### config.mk
export PLATFORM = sky130hd
export DESIGN_NAME = rx_byte_fifo
export DESIGN_NICKNAME = d
export VERILOG_FILES = /design/src/rtl/rx_byte_fifo.sv
export SDC_FILE = /design/constraint.sdc
export NUM_CORES = 1
export LEC_CHECK = 0
export ABC_AREA = 1
export ABC_CLOCK_PERIOD_IN_PS = 3100
export CORE_MARGIN = 2
export CORE_UTILIZATION = 55
export DETAILED_ROUTE_END_ITERATION = 8
export PLACE_DENSITY = 0.74
export SLEW_MARGIN = 20
export SYNTH_ARGS = -nofsm -noshare
export SYNTH_HDL_FRONTEND = slang
export SYNTH_SLANG_ARGS = --single-unit
### constraint.sdc
create_clock -name clk -period 3.1 [get_ports clk]
set_input_delay 0.62 -clock clk [delete_from_list [all_inputs] [get_ports clk]]
set_output_delay 0.62 -clock clk [all_outputs]
set_load 0.005 [all_outputs]
### src/rtl/rx_byte_fifo.sv
// rx_byte_fifo: receive byte buffer behind the UART RX controller.
// Each rising edge of the done strobe captures one byte. The head byte is
// presented first-word-fall-through on a valid/ready port. A sticky overrun
// flag records any byte dropped while the FIFO was full.
module rx_byte_fifo #(
  parameter int DEPTH  = 16,
  parameter int ADDR_W = 4
) (
  input  logic              clk,
  input  logic              reset,
  input  logic              i_rx_done,
  input  logic [7:0]        i_rx_data,
  output logic [7:0]        o_data,
  output logic              o_valid,
  input  logic              i_ready,
  output logic [ADDR_W:0]   o_count,
  output logic              o_empty,
  output logic              o_full,
  output logic              o_overrun,
  input  logic              i_clr_ovr
);

  logic [7:0]        mem_q [DEPTH];
  logic [ADDR_W-1:0] wr_ptr_q, wr_ptr_d;
  logic [ADDR_W-1:0] rd_ptr_q, rd_ptr_d;
  logic [ADDR_W:0]   count_q, count_d;
  logic              done_q, done_d;
  logic              overrun_q, overrun_d;

  logic empty, full, wr, rd, wr_accept, drop;

  // Event decode and next-state computation for pointers, count and overrun.
  always_comb begin
    empty     = (count_q == '0);
    full      = (count_q == (ADDR_W+1)'(DEPTH));
    wr        = i_rx_done & ~done_q;
    rd        = ~empty & i_ready;
    // When full, a same-cycle pop frees the slot the write lands in.
    wr_accept = wr & (~full | rd);
    drop      = wr & full & ~rd;

    done_d    = i_rx_done;
    wr_ptr_d  = wr_ptr_q;
    rd_ptr_d  = rd_ptr_q;
    count_d   = count_q;
    overrun_d = overrun_q;

    if (wr_accept) wr_ptr_d = wr_ptr_q + ADDR_W'(1);
    if (rd)        rd_ptr_d = rd_ptr_q + ADDR_W'(1);
    count_d = count_q + (ADDR_W+1)'(wr_accept) - (ADDR_W+1)'(rd);

    // A new drop outranks a clear in the same cycle.
    if (drop)           overrun_d = 1'b1;
    else if (i_clr_ovr) overrun_d = 1'b0;
  end

  // Control state registers with synchronous reset.
  always_ff @(posedge clk) begin
    if (reset) begin
      wr_ptr_q  <= '0;
      rd_ptr_q  <= '0;
      count_q   <= '0;
      done_q    <= 1'b0;
      overrun_q <= 1'b0;
    end else begin
      wr_ptr_q  <= wr_ptr_d;
      rd_ptr_q  <= rd_ptr_d;
      count_q   <= count_d;
      done_q    <= done_d;
      overrun_q <= overrun_d;
    end
  end

  // Storage write port; contents are not reset, reset only discards them.
  always_ff @(posedge clk) begin
    if (!reset && wr_accept) mem_q[wr_ptr_q] <= i_rx_data;
  end

  // Combinational head-of-FIFO presentation and status outputs.
  always_comb begin
    o_data    = empty ? 8'h00 : mem_q[rd_ptr_q];
    o_valid   = ~empty;
    o_empty   = empty;
    o_full    = full;
    o_count   = count_q;
    o_overrun = overrun_q;
  end

endmodule
---- Word-level counts from Yosys, hierarchy flattened ----
Memory sizes are Yosys's and may differ from the RTL's. A register that Yosys moved wholly into a read port is not among the register bits.
Index checks and enable logic that the tools add are counted.
storage, ports and cells
  logic and storage cells ................. 32
  output and inout bits ................... 17
  flip-flop bits (word level) ............. 15
  memories kept ........................... 1
  RAM bits ................................ 128
  bits of input ports ..................... 13
operators by class
  reductions and logical operators ........ 4
  add/sub/neg operators ................... 4
  equality and inequality tests ........... 1
  muxes and demuxes ....................... 7
  bitwise gates (word level) .............. 10
memories
  name   depth  width  read ports  clocked after memory_dff  write ports  line  text
  mem_q  16     8      1           1                         1            23    logic [7:0] mem_q [DEPTH];
operators with widths
  cell                                         count
  adder 4 x 1 -> 4 bit, second input constant  2
  two-way mux 4 bit                            2
  two-way mux 8 bit                            1
  adder 5 x 1 -> 5 bit                         1
  AND 1 bit                                    5
  == test 5 bit, second input constant         1
  logical NOT 5 bit                            1
  subtractor 5 x 1 -> 5 bit                    1
  two-way mux 1 bit                            4
  inverter 1 bit                               4
  nonzero test 2 bit                           1
  logical AND 1 bit                            1
  logical NOT 1 bit                            1
  OR 1 bit                                     1

---- Longest topological paths before layout ----
Gate-level depths: netlist of the first run.
  word-level depth ........................ 8
  gate-level depth with buffers ........... 15

---- Least setup slack after synthesis of the first run ----
OpenSTA, ideal clock, no wires.
  path kind ............................... register -> register
  from .................................... register count_q[3] (netlist: o_count[3])
  to ...................................... register count_q[4] (netlist: o_count[4])
  arrival ................................. 2.137 ns
  slack ................................... 0.841 ns
  stages on the path, launching flop included .. 16
  data required time ...................... 2.978 ns
  path buffers ............................ 0
  clock period less this slack ............ 2.259 ns
  path through ............................ dfxtp_1 inv_1 ha_1 nand3_1 nor2_1 nand2_1 nand2_2 inv_1 nand2_1 nand2_1 ha_1 fa_1 a21oi_1 o21bai_1 o21ai_0 a21oi_1
RTL lines
  what                       line  text
  start, declared            26    logic [ADDR_W:0] count_q, count_d;
  start signal, assigned     68    count_q <= count_d;
  == test 5 bit              35    full = (count_q == (ADDR_W+1)'(DEPTH));
  net o_full                 18    output logic o_full,
  inverter 1 bit             39    wr_accept = wr & (~full | rd);
  OR 1 bit                   39
  AND 1 bit                  39
  adder 5 x 1 -> 5 bit       50    count_d = count_q + (ADDR_W+1)'(wr_accept) - (ADDR_W+1)'(rd);
  subtractor 5 x 1 -> 5 bit  50
The timed path passes the listed nets, and every way through them passes these cells.
A chain may end at the register's enable or synchronous reset.

---- Worst setup path after layout of the first run ----
  from .................................... register count_q[2] (netlist: o_count[2])
  to ...................................... output o_data[5]
between the ends
  longest elaborated chain between the ends .. 2
ends and longest elaborated chain
  what               line  text
  logical NOT 5 bit  34    empty = (count_q == '0);
  two-way mux 8 bit  81    o_data = empty ? 8'h00 : mem_q[rd_ptr_q];
  end, declared      13    output logic [7:0] o_data,
Every way passes these cells.

==> flow_metrics.env, run 1 <==
export IMPL_max_freq_mhz=335
export IMPL_fin_ws_ps=119
export IMPL_syn_to_final_growth_pct=19.9
export IMPL_ctsHoldBuffers=0
export IMPL_max_stage_delay_ps=540
export IMPL_fin_nets=634
export IMPL_drive_gt1_share_pct=11.6
export IMPL_finalSetupTns_ps=0
export IMPL_clock_skew_ps=4.96
export IMPL_synth_most_common_cell="nand2_1"
export IMPL_final_util_pct=67.6
export IMPL_vias=4288
export IMPL_synth_seq_cells=147
export IMPL_status="completed"
export IMPL_viasPerCell=5.63
export IMPL_layout_cells_non_filler=762
export IMPL_fillerInstances=778
export IMPL_ios=30
export IMPL_async_reset_ff_share_pct=0
export IMPL_grt_pass1_vias=4197
export IMPL_dpl_cell_area_um2=6620
export IMPL_postRouteAntennaNets=0
export IMPL_grt_use_total_pct=24.3
export IMPL_antenna_found_initial=0
export IMPL_cp_slowest_cell="clkdlybuf4s50_1"
export IMPL_syn_nets=578
export IMPL_clock_latency_ps=510
export IMPL_design_area_um2=7360
export IMPL_period_minus_slack_ps=2980
export IMPL_finalMaxSlewViolations=0
export IMPL_wl_um=13900
export IMPL_synth_area_leader_cell="edfxtp_1"
export IMPL_core_area_um2=10900
export IMPL_max_vdd_ir_drop_mv=0.512
export IMPL_netlist_area_um2=6140
export IMPL_antenna_cells=0
export IMPL_crit_family="buffers and inverters"
export IMPL_setup_viol=0
export IMPL_place_gp_congestion=0.835
export IMPL_critPathRequiredTime_ps=2480
export IMPL_rows=38
export IMPL_avgRoutedWirePerCell_um=18.2
export IMPL_clockBufferDepth=2
export IMPL_clkSlewWorstSetupHoldPaths_ps=60
export IMPL_die_h_um=110
export IMPL_gr_usage_met2_pct=40.6
export IMPL_cts_htree_levels=4
export IMPL_worst_pin_slew_ps=650
export IMPL_min_path_type="flop to flop"
export IMPL_gr_total_overflow=0
export IMPL_cp_max_fo=9
export IMPL_cp_start_kind="flop"
export IMPL_grt_busiest_layer="met2"
export IMPL_cp_arrival_ps=2360
export IMPL_ys_flop_type="edfxtp_1"
export IMPL_total_power_mw=5.85
export IMPL_cts_tree="done"
export IMPL_yosys_warnings=0
export IMPL_crit_type="flop to primary output"
export IMPL_place_hpwl_um=8370
export IMPL_drtIter0Drc=383
export IMPL_maxCapViolations=0
export IMPL_numCtsBuffers=17
export IMPL_synth_cell_types=22
export IMPL_synth_area_per_cell_um2=11.1
export IMPL_synthCells=554
export IMPL_start_util_pct=56.4
export IMPL_met1_usage_pct=30.5
export IMPL_dp_worst_setup_slack_ps=239
export IMPL_synth_top_cells_by_area="edfxtp_1, nand2_1, nand3_1"
export IMPL_synth_edf_count=128
export IMPL_drtPass1Iterations=5
export IMPL_crit_buf_inv=3
export IMPL_cts_root_buf="clkbuf_8"
export IMPL_min_period_over_period_pct=96.2
export IMPL_clock_sinks=147
export IMPL_placed_cells=722
export IMPL_leakagePower_nw=2.79
export IMPL_grt_pass1_wl_um=21000
export IMPL_fp_dieW_um=110
export IMPL_cp_end_kind="primary output"
export IMPL_die_area_um2=12000
export IMPL_grt_util_met3_pct=5.04
export IMPL_fin_hold_ws_ps=484
export IMPL_power_density_nw_per_um2=796
export IMPL_port_buffers=29
export IMPL_drc=0
export IMPL_yosysSeqAreaShare_pct=68.8
export IMPL_relSlewSlack_pct=56.5
export IMPL_grt_max_degree=34
export IMPL_synth_common_cells="nand2_1, edfxtp_1, nand3_1, nor2_1, inv_1"
export IMPL_finalHoldViolCount=0
export IMPL_synth_top_area_share_pct=62.6
export IMPL_path_cells="inv_1, ha_1, nand4_1, clkinv_2, a21oi_1, clkdlybuf4s50_1"
export IMPL_rsz0062_at_grt="no"
[where the power goes]
part | internal, mW | switching [mW]
clock | 1.29 | 0.722
sequential | 2.22 | 0.0761
combinational | 0.668 | 0.880
[layout by cell type, fill, tap and decap left out, drive strengths merged]
| cell type | instances |
|---|---|
| o21ai | 6 |
| edfxtp | 128 |
| dfxtp | 19 |
| clkinvlp | 4 |
| inv | 22 |
| a21oi | 19 |
| nor2 | 33 |
| buf | 30 |
| bufinv | 4 |
| fa | 1 |
| clkinv | 8 |
| nand4 | 1 |
| nand2 | 180 |
| xor2 | 3 |
| ha | 10 |
| o21bai | 1 |
| nand3 | 101 |
| xnor2 | 3 |
| clkbuf | 20 |
| clkdlybuf4s50 | 29 |
[logic make-up (layout without fill, tap and decap cells)]
logic type / after synthesis / after routing / share of synthesized area, %
buffers and inverters: 49 / 117 / 4.36
and+or+nand+nor: 315 / 315 / 21.4
DFF: 147 / 147 / 68.8
adders and majority gates: 11 / 11 / 2.36
AOI/OAI and AO/OA: 26 / 26 / 2.16
xor gates and xnor gates: 6 / 6 / 0.856
[area by class of cell]
class | count | area, µm² | share of cell area, %
clock inverter | 13 | 166 | 2.26
timing repair inverter | 1 | 7.51 | 0.102
timing repair buffer | 61 | 608 | 8.26
clock buffer | 18 | 418 | 5.68
multi-input combinational | 358 | 1650 | 22.5
inverter | 24 | 97.6 | 1.33
sequential | 147 | 4230 | 57.5
tap | 140 | 175 | 2.38
[what timing repair did]
action,4_1_cts,5_1_grt
endpoints found under the setup margin,8,8
cloned,1,2
setup buffers,4,2
resized for setup,7,12
[flip-flops by register name, summed over array words and instances, names as in the netlist, named ones only]
| register | flops |
|---|---|
| wr_ptr_q | 4 |
| o_count | 5 |
| o_overrun | 1 |
| rd_ptr_q | 4 |
| done_q | 1 |
| mem_q | 128 |
[path summary, 6_finish.rpt]
kind	slack, ps	end	start	cells after the start
worst max-delay path	120	o_data[5]	o_count[2]	6
worst min-delay path	480	o_overrun	o_overrun	2
worst max register to register	440	o_count[4]	o_count[2]	13
worst min register to register	480	o_overrun	o_overrun	2
[worst reg2reg max path, delay by kind of cell, from the launching register on]
| kind | cells | cell delay [ps] |
|---|---|---|
| and+or+nand+nor | 4 | 720 |
| adders and majority gates | 3 | 780 |
| DFF | 1 | 320 |
| buffers and inverters | 2 | 240 |
| AOI/OAI and AO/OA | 4 | 490 |
[per-layer routing]
metal	up-vias	share of wire, %
met5	-	0
met4	0	2.3
met3	24	7.3
met2	181	51
met1	2072	40
li1	2011	-
Note: power is estimated with default switching activity, not from simulation.
==> run 2, diff against run 1 <==
--- a/config.mk
+++ b/config.mk
@@ -7,10 +7,12 @@
 export LEC_CHECK = 0
 export ABC_AREA = 1
 export ABC_CLOCK_PERIOD_IN_PS = 3100
+export CELL_PAD_IN_SITES_DETAIL_PLACEMENT = 1
+export CELL_PAD_IN_SITES_GLOBAL_PLACEMENT = 1
 export CORE_MARGIN = 2
-export CORE_UTILIZATION = 55
+export CORE_UTILIZATION = 48
 export DETAILED_ROUTE_END_ITERATION = 8
-export PLACE_DENSITY = 0.74
+export PLACE_DENSITY_LB_ADDON = 0.1
 export SLEW_MARGIN = 20
 export SYNTH_ARGS = -nofsm -noshare
 export SYNTH_HDL_FRONTEND = slang
==> run 2 against run 1 <==
Against the previous run:
- setup slack better by 13 ps
- sequential share of layout area is 0.84 points higher
- largest power group unchanged
- clock skew is 0.96 ps higher
- combinational power hardly changed
- cell count is 3.3% higher
- core utilization is 10 points lower
- global-route usage is 0.24 points lower
==> flow_metrics.env, run 2 (same netlist as run 1, synthesis figures left out) <==
export IMPL_status="completed"
export IMPL_cts_htree_levels=4
export IMPL_cp_start_kind="flop"
export IMPL_die_area_um2=13700
export IMPL_antenna_cells=0
export IMPL_final_util_pct=57.6
export IMPL_core_area_um2=12600
export IMPL_clock_latency_ps=420
export IMPL_clock_sinks=147
export IMPL_fillerInstances=1362
export IMPL_gr_total_overflow=0
export IMPL_path_cells="inv_2, bufbuf_16, nand2_1, nand3_1, nand3_1, nand2_1, nand2_1, a21oi_1, clkdlybuf4s50_1"
export IMPL_layout_cells_non_filler=787
export IMPL_finalMaxSlewViolations=0
export IMPL_clkSlewWorstSetupHoldPaths_ps=60
export IMPL_grt_use_total_pct=24.0
export IMPL_fin_hold_ws_ps=508
export IMPL_drive_gt1_share_pct=9.59
export IMPL_maxCapViolations=0
export IMPL_most_common_layout_cells="nand2_1, edfxtp_1, nand3_1"
export IMPL_setup_viol=0
export IMPL_cp_arrival_ps=2350
export IMPL_max_freq_mhz=337
export IMPL_vias=4234
export IMPL_rows=41
export IMPL_endpoint="o_data[0]"
export IMPL_grt_max_degree=35
export IMPL_largest_reg_flops=128
export IMPL_wl_um=14900
export IMPL_clock_skew_ps=5.92
export IMPL_r2r_slack_ps=400
export IMPL_postRouteAntennaNets=0
export IMPL_placed_cells=754
export IMPL_multi_input_area_um2=1670
export IMPL_layout_commonest_cell="nand2_1"
export IMPL_period_minus_slack_ps=2970
export IMPL_start_util_pct=48.8
export IMPL_hp_start="wr_ptr_q[3]"
export IMPL_worst_pin_slew_ps=659
export IMPL_fin_nets=627
export IMPL_fp_dieW_um=117
export IMPL_clockBufferDepth=2
export IMPL_drc=0
export IMPL_max_stage_delay_ps=540
export IMPL_port_buffers=29
export IMPL_grt_pass1_vias=4549
export IMPL_cpMostUsedCell="nand2_1"
export IMPL_min_path_type="flop to flop"
export IMPL_finalHoldViolCount=0
export IMPL_critPathRequiredTime_ps=2480
export IMPL_r2r_end="o_count[4]"
export IMPL_antenna_found_initial=0
export IMPL_cp_slowest_cell="clkdlybuf4s50_1"
export IMPL_regMostFlops="mem_q"
export IMPL_relSlewSlack_pct=56.0
export IMPL_drtPass1Iterations=4
export IMPL_place_gp_congestion=0.750
export IMPL_ff_latch_area_um2=4230
export IMPL_r2r_cells=13
export IMPL_numCtsBuffers=17
export IMPL_total_power_mw=5.61
export IMPL_die_h_um=117
export IMPL_drtIter0Drc=323
export IMPL_place_hpwl_um=9640
export IMPL_viasPerCell=5.38
export IMPL_cts_root_buf="clkbuf_16"
export IMPL_leakagePower_nw=2.73
export IMPL_cp_end_kind="primary output"
export IMPL_r2r_start="o_count[3]"
export IMPL_fin_ws_ps=132
export IMPL_ios=30
export IMPL_grt_pass1_wl_um=24000
export IMPL_syn_to_final_growth_pct=18.0
export IMPL_min_period_over_period_pct=95.7
export IMPL_max_vdd_ir_drop_mv=0.333
export IMPL_dp_worst_setup_slack_ps=176
export IMPL_cp_max_fo=26
export IMPL_power_density_nw_per_um2=774
export IMPL_cts_tree="done"
export IMPL_crit_type="flop to primary output"
export IMPL_avgRoutedWirePerCell_um=18.9
run 2: cell count changes in the layout (fill, tap and decap cells not counted), sizes merged:
cell | before | now
inv | 22 | 23
clkbuf | 20 | 22
clkinvlp | 4 | 0
bufbuf | 0 | 1
bufinv | 4 | 1
buf | 30 | 25
clkinv | 8 | 9
run 2: final cells by class:
cell class,instances,share of cell area [%]
Tap cell,172,2.97
Sequential cell,147,58.4
Timing Repair Buffer,55,7.39
Clock inverter,9,0.898
Inverter,24,1.26
Clock buffer,22,6.13
Multi-Input combinational cell,358,23.0
run 2: worst min path at each step:
stage / endpoint / slack (ps) / depth (start not counted)
global route: wr_ptr_q[3] / 540 / 2
global placement: o_overrun / 470 / 2
finish: wr_ptr_q[3] / 510 / 2
floorplan: flop / 460 / 1
CTS: o_overrun / 510 / 2
detailed placement: o_overrun / 490 / 2
run 2: power breakdown:
part	leakage [nW]	internal [mW]	switching, mW	total (mW)
combinational	1.17	0.628	0.888	1.52
clock	0.251	1.08	0.728	1.81
sequential	1.31	2.22	0.0610	2.28
run 2: timing repair:
item	4_1_cts	5_1_grt
gates cloned	1	0
buffers inserted	0	1
hold buffers	0	0
gates resized for setup	2	5
setup endpoints to repair	6	8
run 2: worst max-delay path: cells and delay by family, from the launching register on:
kind	cells	cell delay, ps
AOI/OAI and AO/OA	1	230
DFF	1	380
buffers and inverters	3	960
and+or+nand+nor	5	360
run 2: metrics by stage:
stage / setup TNS (ps) / instance area (µm²)
finish: 0 / 7240
global route: -9.32 / 7240
CTS: 0 / 7220
detailed placement: 0 / 6670
global placement: 0 / 6670
floorplan: 0 / 6140
run 2: layer usage:
layer / track usage [%] / up-vias / routed length, µm
li1: - / 1998 / -
met1: 29.3 / 2102 / 6310
met3: 4.89 / 39 / 599
met5: 0 / - / 0
met2: 41.2 / 95 / 7510
met4: 11.3 / 0 / 471
==> run 3, diff against run 2 <==
--- a/config.mk
+++ b/config.mk
@@ -13,7 +13,6 @@
 export CORE_UTILIZATION = 48
 export DETAILED_ROUTE_END_ITERATION = 8
 export PLACE_DENSITY_LB_ADDON = 0.1
-export SLEW_MARGIN = 20
 export SYNTH_ARGS = -nofsm -noshare
 export SYNTH_HDL_FRONTEND = slang
 export SYNTH_SLANG_ARGS = --single-unit
==> results of run 3 <==
The final DEF is identical to that of run 2; final timing and power are the same.
